`config.mk`:
```
export PLATFORM = sky130hd
export DESIGN_NAME = serial_adder_nbit
export DESIGN_NICKNAME = d
export VERILOG_FILES = /design/src/rtl/serial_adder_pkg.sv /design/src/rtl/full_adder_cell.sv /design/src/rtl/serial_adder_nbit.sv
export SDC_FILE = /design/constraint.sdc
export NUM_CORES = 1
export LEC_CHECK = 0
export ABC_AREA = 1
export CORE_MARGIN = 8
export CORE_UTILIZATION = 32
export DETAILED_ROUTE_END_ITERATION = 10
export PLACE_DENSITY = 0.6
export RECOVER_POWER = 25
export SLEW_MARGIN = 10
export SYNTH_ARGS = -nofsm -noshare
export SYNTH_HDL_FRONTEND = slang
export SYNTH_SLANG_ARGS = --single-unit
export TNS_END_PERCENT = 100
```
`constraint.sdc`:
```
create_clock -name clk -period 1.6 [get_ports clk]
set_input_delay 0.16 -clock clk [delete_from_list [all_inputs] [get_ports clk]]
set_output_delay 0.16 -clock clk [all_outputs]
set_load 0.01 [all_outputs]
```
`src/rtl/serial_adder_pkg.sv`:
```
// Shared definitions for the bit-serial adder/subtractor: FSM state
// encoding and the default operand width.
package serial_adder_pkg;

  // Operand/result width used when the instantiating code does not override it.
  localparam int DEFAULT_WIDTH = 8;

  // Controller states: waiting for a request, or stepping through the bits.
  typedef enum logic {
    IDLE = 1'b0,
    RUN  = 1'b1
  } state_t;

endpackage

```
`src/rtl/full_adder_cell.sv`:
```
// Single-bit full adder. This is the only arithmetic element in the serial
// adder; all WIDTH bits are pushed through it one per clock.
module full_adder_cell (
  input  logic x1,
  input  logic x2,
  input  logic cin,
  output logic s,
  output logic cout
);

  // Sum is the parity of the three inputs; carry is their majority.
  always_comb begin
    s    = x1 ^ x2 ^ cin;
    cout = (x1 & x2) | (x1 & cin) | (x2 & cin);
  end

endmodule

```
`src/rtl/serial_adder_nbit.sv`:
```
// Bit-serial adder/subtractor. Operands are captured on an accepted start,
// then one bit per clock (LSB first) goes through a single full-adder cell.
// After WIDTH run cycles the result, carry-out and signed overflow are
// latched together and a one-cycle done pulse is raised.
module serial_adder_nbit
  import serial_adder_pkg::*;
#(
  parameter int WIDTH = DEFAULT_WIDTH
) (
  input  logic             clk,
  input  logic             rst,
  input  logic             start,
  input  logic             sub,
  input  logic [WIDTH-1:0] a,
  input  logic [WIDTH-1:0] b,
  input  logic             cin,
  output logic             busy,
  output logic             done,
  output logic [WIDTH-1:0] sum,
  output logic             cout,
  output logic             overflow
);

  // Counter wide enough to hold 0..WIDTH; derived from WIDTH only.
  localparam int CNT_W = $clog2(WIDTH + 1);
  localparam logic [CNT_W-1:0] LAST_CNT = CNT_W'(WIDTH - 1);

  // Controller state.
  state_t state_reg;
  state_t state_next;

  // Control strobes decoded from the state.
  logic load;   // capture operands this edge
  logic step;   // process one bit this edge
  logic last;   // this edge processes the MSB

  // Datapath registers.
  logic [WIDTH-1:0] a_sh_reg;
  logic [WIDTH-1:0] b_sh_reg;
  logic [WIDTH-1:0] res_sh_reg;
  logic             carry_reg;
  logic [CNT_W-1:0] cnt_reg;

  // Output registers.
  logic [WIDTH-1:0] sum_reg;
  logic             cout_reg;
  logic             overflow_reg;
  logic             done_reg;

  // Full-adder results for the bit currently at the bottom of the shifters.
  logic             fa_s;
  logic             fa_cout;
  logic [WIDTH-1:0] res_next;

  full_adder_cell u_fa (
    .x1   (a_sh_reg[0]),
    .x2   (b_sh_reg[0]),
    .cin  (carry_reg),
    .s    (fa_s),
    .cout (fa_cout)
  );

  // New sum bit enters at the MSB so that after WIDTH shifts the LSB of
  // the result has arrived at bit 0.
  assign res_next = {fa_s, res_sh_reg[WIDTH-1:1]};

  // State register.
  always_ff @(posedge clk or posedge rst) begin
    if (rst) begin
      state_reg <= IDLE;
    end else begin
      state_reg <= state_next;
    end
  end

  // Next-state and control decode. start is only looked at in IDLE, which
  // includes the cycle in which done is high, so back-to-back requests are
  // accepted without a dead cycle.
  always_comb begin
    state_next = state_reg;
    load       = 1'b0;
    step       = 1'b0;
    last       = 1'b0;
    busy       = 1'b0;
    case (state_reg)
      IDLE: begin
        if (start) begin
          load       = 1'b1;
          state_next = RUN;
        end
      end
      RUN: begin
        busy = 1'b1;
        step = 1'b1;
        if (cnt_reg == LAST_CNT) begin
          last       = 1'b1;
          state_next = IDLE;
        end
      end
      default: begin
        state_next = IDLE;
      end
    endcase
  end

  // Operand shifters, running carry and bit counter. Subtraction is done
  // as a + ~b + 1, so b is inverted at capture and the carry preset to 1.
  always_ff @(posedge clk or posedge rst) begin
    if (rst) begin
      a_sh_reg   <= '0;
      b_sh_reg   <= '0;
      res_sh_reg <= '0;
      carry_reg  <= 1'b0;
      cnt_reg    <= '0;
    end else if (load) begin
      a_sh_reg   <= a;
      b_sh_reg   <= b ^ {WIDTH{sub}};
      res_sh_reg <= '0;
      carry_reg  <= sub ? 1'b1 : cin;
      cnt_reg    <= '0;
    end else if (step) begin
      a_sh_reg   <= a_sh_reg >> 1;
      b_sh_reg   <= b_sh_reg >> 1;
      res_sh_reg <= res_next;
      carry_reg  <= fa_cout;
      cnt_reg    <= cnt_reg + CNT_W'(1);
    end
  end

  // Result latch and done pulse. On the MSB step carry_reg still holds the
  // carry into the MSB, so overflow is that value XOR the final carry out.
  // Outputs only move on this edge, so they hold between operations.
  always_ff @(posedge clk or posedge rst) begin
    if (rst) begin
      sum_reg      <= '0;
      cout_reg     <= 1'b0;
      overflow_reg <= 1'b0;
      done_reg     <= 1'b0;
    end else begin
      done_reg <= last;
      if (last) begin
        sum_reg      <= res_next;
        cout_reg     <= fa_cout;
        overflow_reg <= carry_reg ^ fa_cout;
      end
    end
  end

  assign done     = done_reg;
  assign sum      = sum_reg;
  assign cout     = cout_reg;
  assign overflow = overflow_reg;

endmodule

```
==> flow_summary_export.csv, run 1 <==
group,metric,value,unit
worst_setup_path,startpoint,"state_reg",
power_and_ir_drop,powerDensity,1560,nW/um^2
logic_synthesis,synth_edf_count,0,
place,place_hpwl,2.68,mm
worst_setup_path,r2r_setup_slack,310,ps
logic_synthesis,syn_area,1900,um^2
logic_synthesis,synth_seq_cells,40,
outcome,outcome,"finished, final reports clean",
clock_tree,post-cts-setup-buffers,0,
routing,via_per_inst,4.20,
routing,drc_errors,0,
clock_tree,root_buffer,"clkbuf_8",
clock_tree,cts_tree,"done",
timing,grt_setup_unrepaired,"no",
worst_setup_path,critical_path.slowest_cell,"clkdlybuf4s50_1",
logic_synthesis,yosys.area.top_type,"dfrtp_1",
power_and_ir_drop,clockPowerShare,0.171,
layout,fillers,623,
global_route,overflow,0,
worst_setup_path,crit_cells,1,
timing,relSlewSlack,0.347,
timing,holdWs,402,ps
logic_synthesis,avgSynthCellArea,8.00,um^2
clock_tree,path_clk_slew,70,ps
clock_tree,cts.path.max_buffers,2,
power_and_ir_drop,p_leak,1.28,nW
floorplan,core-area,5820,um^2
logic_synthesis,synth-main-ff-cell,"dfrtp_1",
timing,fin_setup_tns,0,ps
layout,layout-drive-gt1-share,0.0949,
worst_setup_path,r2r_cells,6,
global_route,grt_pass1_vias,1500,
routing,drt_wl_total,3.66,mm
worst_setup_path,critPathLaunchType,"flip-flop",
logic_synthesis,yosysWarnings,0,
timing,final_max_slew_viol_count,0,
worst_setup_path,arrival,1290,ps
logic_synthesis,yosysTopAreaCellShare,0.528,
global_route,grt_usage,0.0941,
power_and_ir_drop,power_frac_comb,0.383,
logic_synthesis,synth_cells,237,
power_and_ir_drop,vdd_drop_max,0.000659,V
place,io_buffers,32,
logic_synthesis,async_flop_share,1.00,
clock_tree,htreeDepth,2,
floorplan,start_util,0.326,
logic_synthesis,synth.most_common_cell,"nand2_1",
floorplan,placementRows,28,
worst_setup_path,worstPathCellList,"clkdlybuf4s50_1",
layout,area.growth.synth_to_final,25.1,%
worst_setup_path,regToRegStartpoint,"carry_reg",
logic_synthesis,synthDistinctLibCells,20,
timing,clock_skew,7.85,ps
power_and_ir_drop,swShare,0.369,
power_and_ir_drop,internal-power,2.33,mW
routing,firstDrtPassIters,6,
worst_hold_path,hold_class,"input pin to flip-flop",
routing,vias,1465,
worst_setup_path,critPathMaxStageDelay,560,ps
worst_setup_path,end_kind,"output port",
routing,routedWlPerCell,10.5,um
clock_tree,clkLatencyLatePin,290,ps
routing,ant_nets,0,
worst_setup_path,path_buf_inv,1,
layout,fin_nets,297,
layout,num_antenna_cells,0,
timing,fmax,688,MHz
place,gp_congestion,0.693,
routing,drt_iter0_drc,59,
timing,finalHoldViolCount,0,
timing,fin_crit,1450,ps
floorplan,dieArea,8650,um^2
worst_setup_path,critical-path-top-delay-family,"buffers and inverters",
worst_setup_path,critPathCapture,"busy",
clock_tree,cts_inserted_buffers,5,
timing,fin_crit_sh,0.908,
power_and_ir_drop,switchingPower,1.36,mW
clock_tree,cts.sinks,40,
worst_setup_path,critPathKind,"flip-flop to output port",
timing,tightestPinTransition,980,ps
timing,setup_viol,0,
floorplan,die_x,93.0,um
global_route,antenna_found_initial,0,
logic_synthesis,mappedNetlistNets,260,
power_and_ir_drop,seqPwrFrac,0.446,
floorplan,boundaryPins,33,
logic_synthesis,synth_area_leaders,"dfrtp_1 53%, nand2_1 23%, inv_1 6.1%",
job,timing.max_cap.violations,0,
logic_synthesis,ys_top_cells_by_count,"118 x nand2_1, 40 x dfrtp_1, 31 x inv_1",
global_route,grt_pass1_wl,6.60,mm
floorplan,die_h,93.0,um
global_route,grt_max_degree,41,
worst_setup_path,r2r-end,"overflow",
logic_synthesis,seq_area_frac_synth,0.528,
worst_setup_path,crit_fanout,6,
worst_setup_path,cp.required,1440,ps
stage by stage:
stage | util | cell area [um^2] | worst slack (ps) | cells | power, mW
CTS | 0.410 | 2390 | 36.0 | 349 | 3.75
floorplan | - | 1900 | 400 | 237 | 2.61
global placement | 0.396 | 2300 | 249 | 342 | 3.07
global route | 0.408 | 2370 | 58.3 | 349 | 4.04
finish | 0.408 | 2370 | 147 | 349 | 3.69
detailed placement | 0.396 | 2300 | 217 | 342 | 3.10
worst min-delay path by stage:
stage	cells after the start	start	end
4_1_cts	3	rst	sum[0]
6_report	3	a[7]	a_sh_reg[7]
3_3_place_gp	2	res_sh_reg[6]	sum[5]
2_1_floorplan	2	a[7]	a_sh_reg[7]
3_5_place_dp	2	res_sh_reg[7]	sum[6]
5_1_grt	3	a[3]	a_sh_reg[3]
placed cells by master (no fill, tap or decap), drive strengths merged:
cell and count:
nand2 121, dfrtp 40, inv 33, clkdlybuf4s50 31, nand3 11, a21oi 9
clkbuf 6, o22ai 5, nor2 5, buf 4, o21ai 3, clkinv 2
fa 1, ha 1, clkinvlp 1, dlygate4sd3 1
worst register-to-register path, stage by stage, from the launching register on:
cell     delay, ps
dfrtp_1        440
fa_1           500
inv_1           80
nand2_1         50
nand2_1         60
nand2_1         50
nand2_1         70
layout make-up:
type | instances | area [um^2] | area share
multi-input cells | 156 | 697 | 0.294
flip-flops and latches | 40 | 1000 | 0.422
inverters | 34 | 130 | 0.0549
clock inverters | 2 | 12.5 | 0.00527
repair buffers | 37 | 368 | 0.155
clock buffers | 5 | 68.8 | 0.0290
well taps | 75 | 93.8 | 0.0396
routing by layer:
| layer | part of all wire | vias up | wire length [um] | global-route usage |
|---|---|---|---|---|
| li1 | - | 789 | - | - |
| met1 | 0.48 | 646 | 1750 | 0.114 |
| met2 | 0.45 | 25 | 1640 | 0.149 |
| met3 | 0.057 | 5 | 210 | 0.0345 |
| met4 | 0.014 | 0 | 52 | 0.0362 |
| met5 | 0 | - | 0 | 0 |
cells by family (layout without fill, tap and decap cells):
family | count (synthesis) | count (layout) | synth area share
and+or+nand+nor | 137 | 137 | 0.290
DFF | 40 | 40 | 0.528
buffers and inverters | 41 | 78 | 0.105
adders and majority gates | 2 | 2 | 0.0171
AOI/OAI and AO/OA | 17 | 17 | 0.0600
power by group through the flow:
| stage | registers [mW] | clock network, mW | logic (mW) |
|---|---|---|---|
| global route | 1.70 | 0.700 | 1.64 |
| CTS | 1.65 | 0.656 | 1.45 |
| finish | 1.65 | 0.632 | 1.41 |
| floorplan | 1.67 | 0 | 0.945 |
| global placement | 1.66 | 0 | 1.42 |
| detailed placement | 1.66 | 0 | 1.44 |
timing repair:
| action | 4_1_cts | 5_1_grt |
|---|---|---|
| resized for setup | 0 | 1 |
| hold buffers | 0 | 0 |
| endpoints found under the setup margin | 0 | 1 |
Note: power is estimated with default switching activity, not from simulation.
==> run 2, diff against run 1 <==
DONT_BUFFER_PORTS = 1   (was default)
MAX_ROUTING_LAYER = met4   (was default)
PLACE_DENSITY = 0.53   (was 0.6)
==> run 2 against run 1 <==
Net effect: via count decreased by 2.9%; setup slack improved by 200 ps; power increased by 1.9%; largest cell class unchanged; clock power increased by 52%; highest routed layer unchanged; routed wire length increased by 2.5%.
==> flow_summary_export.csv, run 2 (synthesis gave the netlist of run 1 again) <==
group,metric,value,unit
outcome,outcome,"finished, final reports clean",
global_route,use_met1,0.118,
timing,clock_skew,8.06,ps
worst_setup_path,worstPathCellList,"fa_1, inv_1, nand2_1, nand2_1, nand2_1, nand2_1",
timing,fin_crit,1250,ps
worst_setup_path,critPathLaunchType,"flip-flop",
floorplan,placementRows,28,
power_and_ir_drop,p_leak,1.21,nW
global_route,use_met3,0.0256,
clock_tree,cts.path.max_buffers,2,
clock_tree,cts.sinks,40,
floorplan,core-area,5820,um^2
timing,final_max_slew_viol_count,0,
floorplan,die_h,93.0,um
clock_tree,cts_inserted_buffers,5,
job,timing.max_cap.violations,0,
timing,fin_setup_tns,0,ps
clock_tree,cts_resized,0,
power_and_ir_drop,total_power,3.76,mW
floorplan,start_util,0.326,
worst_setup_path,critical_path.slowest_cell,"fa_1",
place,place_hpwl,2.62,mm
timing,fin_crit_sh,0.782,
power_and_ir_drop,vdd_drop_max,0.000490,V
clock_tree,post-cts-setup-buffers,0,
layout,num_antenna_cells,0,
global_route,busiest_layer,"met2",
global_route,overflow,0,
power_and_ir_drop,powerDensity,1730,nW/um^2
routing,drt_wl_total,3.75,mm
clock_tree,clkLatencyLatePin,290,ps
worst_setup_path,critical-path-top-delay-family,"adder cells",
clock_tree,ctsHoldBuffers,9,
timing,setup_viol,0,
worst_hold_path,hold_class,"input pin to flip-flop",
layout,mostFrequentLayoutCells,"118 x nand2_1, 40 x dfrtp_1, 31 x inv_1, 11 x nand3_1, 9 x dlygate4sd3_1",
place,io_buffers,0,
worst_setup_path,arrival,1490,ps
place,gp_congestion,0.717,
routing,vias,1423,
clock_tree,path_clk_slew,80,ps
timing,relSlewSlack,0.333,
routing,firstDrtPassIters,4,
routing,drc_errors,0,
worst_setup_path,end_kind,"flip-flop",
routing,routedWlPerCell,11.6,um
layout,area.growth.synth_to_final,14.6,%
clock_tree,root_buffer,"clkbuf_8",
layout,fin_nets,272,
floorplan,die_x,93.0,um
global_route,antenna_found_initial,0,
timing,finalHoldViolCount,0,
global_route,grt_pass1_vias,1476,
routing,ant_nets,0,
layout,layout.cells.non_filler,324,
worst_setup_path,critPathKind,"flip-flop to flip-flop",
clock_tree,htreeDepth,2,
routing,drt_iter0_drc,77,
routing,via_per_inst,4.39,
worst_setup_path,cpMostUsedCell,"nand2_1",
global_route,grt_pass1_wl,6.64,mm
layout,layout-drive-gt1-share,0.0924,
layout,final_util,0.374,
timing,grt_setup_unrepaired,"no",
global_route,grt_usage,0.0971,
timing,fmax,799,MHz
worst_setup_path,crit_fanout,4,
floorplan,dieArea,8650,um^2
place,dp_cells,308,
clock_tree,cts_tree,"done",
worst_setup_path,critPathMaxStageDelay,490,ps
worst_setup_path,cp.required,1830,ps
global_route,grt_max_degree,41,
layout,final_common_cell,"nand2_1",
worst_setup_path,path_buf_inv,1,
floorplan,boundaryPins,33,
timing,tightestPinTransition,1000,ps
global_route,grtUsageMet2,0.153,
## run 2: per-layer routing
layer,routed length [um],part of all wire
met1,1800,0.48
met3,240,0.064
met2,1660,0.44
met5,0,0
met4,52,0.014
## run 2: area by class of cell
cell class	count	area (um^2)
fillers	637	3640
flip-flops and latches	40	1000
multi-input cells	156	697
inverters	34	130
repair buffers	12	123
well taps	75	93.8
clock buffers	5	68.8
clock inverters	2	60.1
## run 2: power by group
group	total (mW)	switching (mW)	internal, mW
registers	1.71	0.316	1.40
logic	1.09	0.674	0.413
clock network	0.961	0.347	0.614
## run 2: tightest hold or removal path: stages
cell and delay, ps:
a21oi_1 40, nand2_1 50, nand2_1 40
## run 2: worst paths after layout
check,startpoint,end,slack [ps],cells after the start
max,carry_reg,overflow,350,6
max in group asynchronous,rst,b_sh_reg[0],360,3
min reg2reg,res_sh_reg[2],sum[1],460,2
max reg2reg,carry_reg,overflow,350,6
min in group asynchronous,rst,res_sh_reg[3],620,3
min,start,cnt_reg[3],40,3
## run 2: per-stage QoR
step           worst slack [ps]  area [um^2]  hold WS [ps]
6_report                    348         2170          42.5
5_1_grt                     136         2170          49.1
2_1_floorplan               400         1900           270
3_5_place_dp                349         1960           224
3_3_place_gp                377         1960           217
4_1_cts                     335         2180          34.5
==> run 3, diff against run 2 <==
clock period = 1.25 ns   (was 1.6 ns; I/O delays follow)
==> run 3 against run 2 <==
Net effect: via count is 1.3% higher; sequential power up 28%; first-iteration DRC count decreased by 43%; largest cell class unchanged; non-clock buffer count grew 7; largest power group unchanged.
==> flow_summary_export.csv, run 3 (synthesis gave the netlist of run 1 again) <==
group,metric,value,unit
global_route,antenna_found_initial,0,
global_route,grt_pass1_wl,6.73,mm
layout,mostFrequentLayoutCells,"118 x nand2_1, 39 x dfrtp_1, 31 x inv_1, 11 x nand3_1, 10 x dlygate4sd3_1",
clock_tree,root_buffer,"clkbuf_8",
worst_hold_path,min_from,"sub",
floorplan,core-area,5820,um^2
layout,fillers,621,
layout,area.growth.synth_to_final,17.5,%
timing,fin_crit,1170,ps
worst_setup_path,critical_path.slowest_cell,"fa_2",
worst_setup_path,crit_cells,3,
worst_hold_path,hold_path_depth,3,
power_and_ir_drop,p_leak,1.24,nW
routing,drt_wl_total,3.87,mm
clock_tree,cts.sinks,40,
worst_hold_path,min_to,"b_sh_reg[7]",
floorplan,die_h,93.0,um
floorplan,placementRows,28,
layout,multi_input_area,704,um^2
timing,tightestPinTransition,384,ps
place,io_buffers,0,
clock_tree,clkLatencyLatePin,290,ps
floorplan,dieArea,8650,um^2
layout,num_antenna_cells,0,
global_route,grt_usage,0.100,
clock_tree,cts.path.max_buffers,2,
floorplan,start_util,0.326,
worst_setup_path,path_buf_inv,0,
power_and_ir_drop,powerDensity,2090,nW/um^2
timing,finalHoldViolCount,0,
routing,vias,1442,
worst_setup_path,critPathLaunchType,"flip-flop",
clock_tree,path_clk_slew,80,ps
worst_setup_path,arrival,1400,ps
timing,fin_crit_sh,0.938,
timing,grt_setup_unrepaired,"no",
routing,routedWlPerCell,11.7,um
timing,relSlewSlack,0.744,
worst_setup_path,critPathKind,"flip-flop to flip-flop",
worst_setup_path,critical-path-top-delay-family,"adder cells",
routing,drt_iter0_drc,44,
global_route,grt_max_degree,24,
routing,via_per_inst,4.34,
layout,fin_nets,279,
power_and_ir_drop,total_power,4.67,mW
worst_setup_path,worstPathCellList,"fa_2, nand2_1, o21ai_1",
worst_hold_path,hold_class,"input pin to flip-flop",
worst_setup_path,end_kind,"flip-flop",
clock_tree,htreeDepth,2,
worst_setup_path,r2r-end,"res_sh_reg[7]",
worst_setup_path,regToRegStartpoint,"carry_reg",
place,gp_congestion,0.692,
power_and_ir_drop,vdd_drop_max,0.000686,V
job,timing.max_cap.violations,0,
timing,setup_viol,0,
layout,final_common_cell,"nand2_1",
routing,drc_errors,0,
worst_setup_path,critPathMaxStageDelay,590,ps
timing,final_max_slew_viol_count,0,
clock_tree,cts_tree,"done",
clock_tree,cts_inserted_buffers,5,
outcome,outcome,"finished, final reports clean",
routing,ant_nets,0,
worst_setup_path,r2r_cells,3,
worst_setup_path,crit_fanout,2,
layout,seqCellArea,1000,um^2
floorplan,boundaryPins,33,
floorplan,die_x,93.0,um
routing,firstDrtPassIters,4,
layout,layout-drive-gt1-share,0.125,
timing,fmax,853,MHz
place,place_hpwl,2.87,mm
timing,fin_setup_tns,0,ps
global_route,overflow,0,
global_route,grt_pass1_vias,1469,
worst_setup_path,r2r_setup_slack,80,ps
worst_setup_path,cp.required,1480,ps
timing,clock_skew,7.32,ps
-- run 3: cell types whose count changed in the layout (fill, tap and decap cells not counted), moves of 2 or more --
cell / previous run / this run
buf_4: 1 / 6
buf_12: 1 / 3
bufinv_16: 2 / 0
clkinv_2: 0 / 2
-- run 3: metal layers --
metal | track usage | wire length, um | part of all wire | up-vias
met2 | 0.156 | 1830 | 0.47 | 33
met5 | - | 0 | 0 | -
met4 | 0.0403 | 70 | 0.018 | 0
li1 | - | - | - | 749
met3 | 0.0288 | 226 | 0.058 | 6
met1 | 0.119 | 1740 | 0.45 | 654
-- run 3: power by group --
| part | leakage (nW) | internal [mW] | switching (mW) |
|---|---|---|---|
| logic | 0.672 | 0.659 | 0.942 |
| clock network | 0.0510 | 0.440 | 0.437 |
| registers | 0.522 | 1.79 | 0.398 |
-- run 3: cell type report --
class | count | area share
Inverter | 34 | 0.0584
Clock buffer | 6 | 0.0371
Timing Repair Buffer | 19 | 0.0921
Multi-Input combinational cell | 156 | 0.316
Clock inverter | 2 | 0.00449
Sequential cell | 40 | 0.450
Tap cell | 75 | 0.0421
-- run 3: what timing repair did --
action,CTS,global route
buffers inserted,0,0
resized for setup,0,3
hold buffers,10,0
setup endpoints to repair,0,7
endpoints found under the hold margin,16,0
-- run 3: stage by stage --
| step | util | hold slack (ps) | instance area, um^2 | worst slack (ps) | cells |
|---|---|---|---|---|---|
| finish | 0.383 | 23.6 | 2230 | 77.3 | 332 |
| global route | 0.383 | 15.9 | 2230 | 29.2 | 332 |
| floorplan | - | 235 | 1900 | 50.0 | 237 |
| global placement | 0.349 | 20.9 | 2030 | 53.4 | 314 |
| CTS | 0.382 | 15.7 | 2220 | 2.88 | 332 |
| detailed placement | 0.349 | 20.1 | 2030 | 20.8 | 314 |
-- run 3: worst max-delay path by stage --
stage / from / endpoint / slack [ps]
floorplan: carry_reg / overflow / 50
global placement: carry_reg / overflow / 50
detailed placement: carry_reg / overflow / 20
CTS: carry_reg / overflow / 3
global route: carry_reg / overflow / 30
finish: carry_reg / res_sh_reg[7] / 80
-- run 3: worst min-delay path, stage by stage --
cell and delay [ps]:
nand2_1 30, nand3_1 70, nand2_1 50
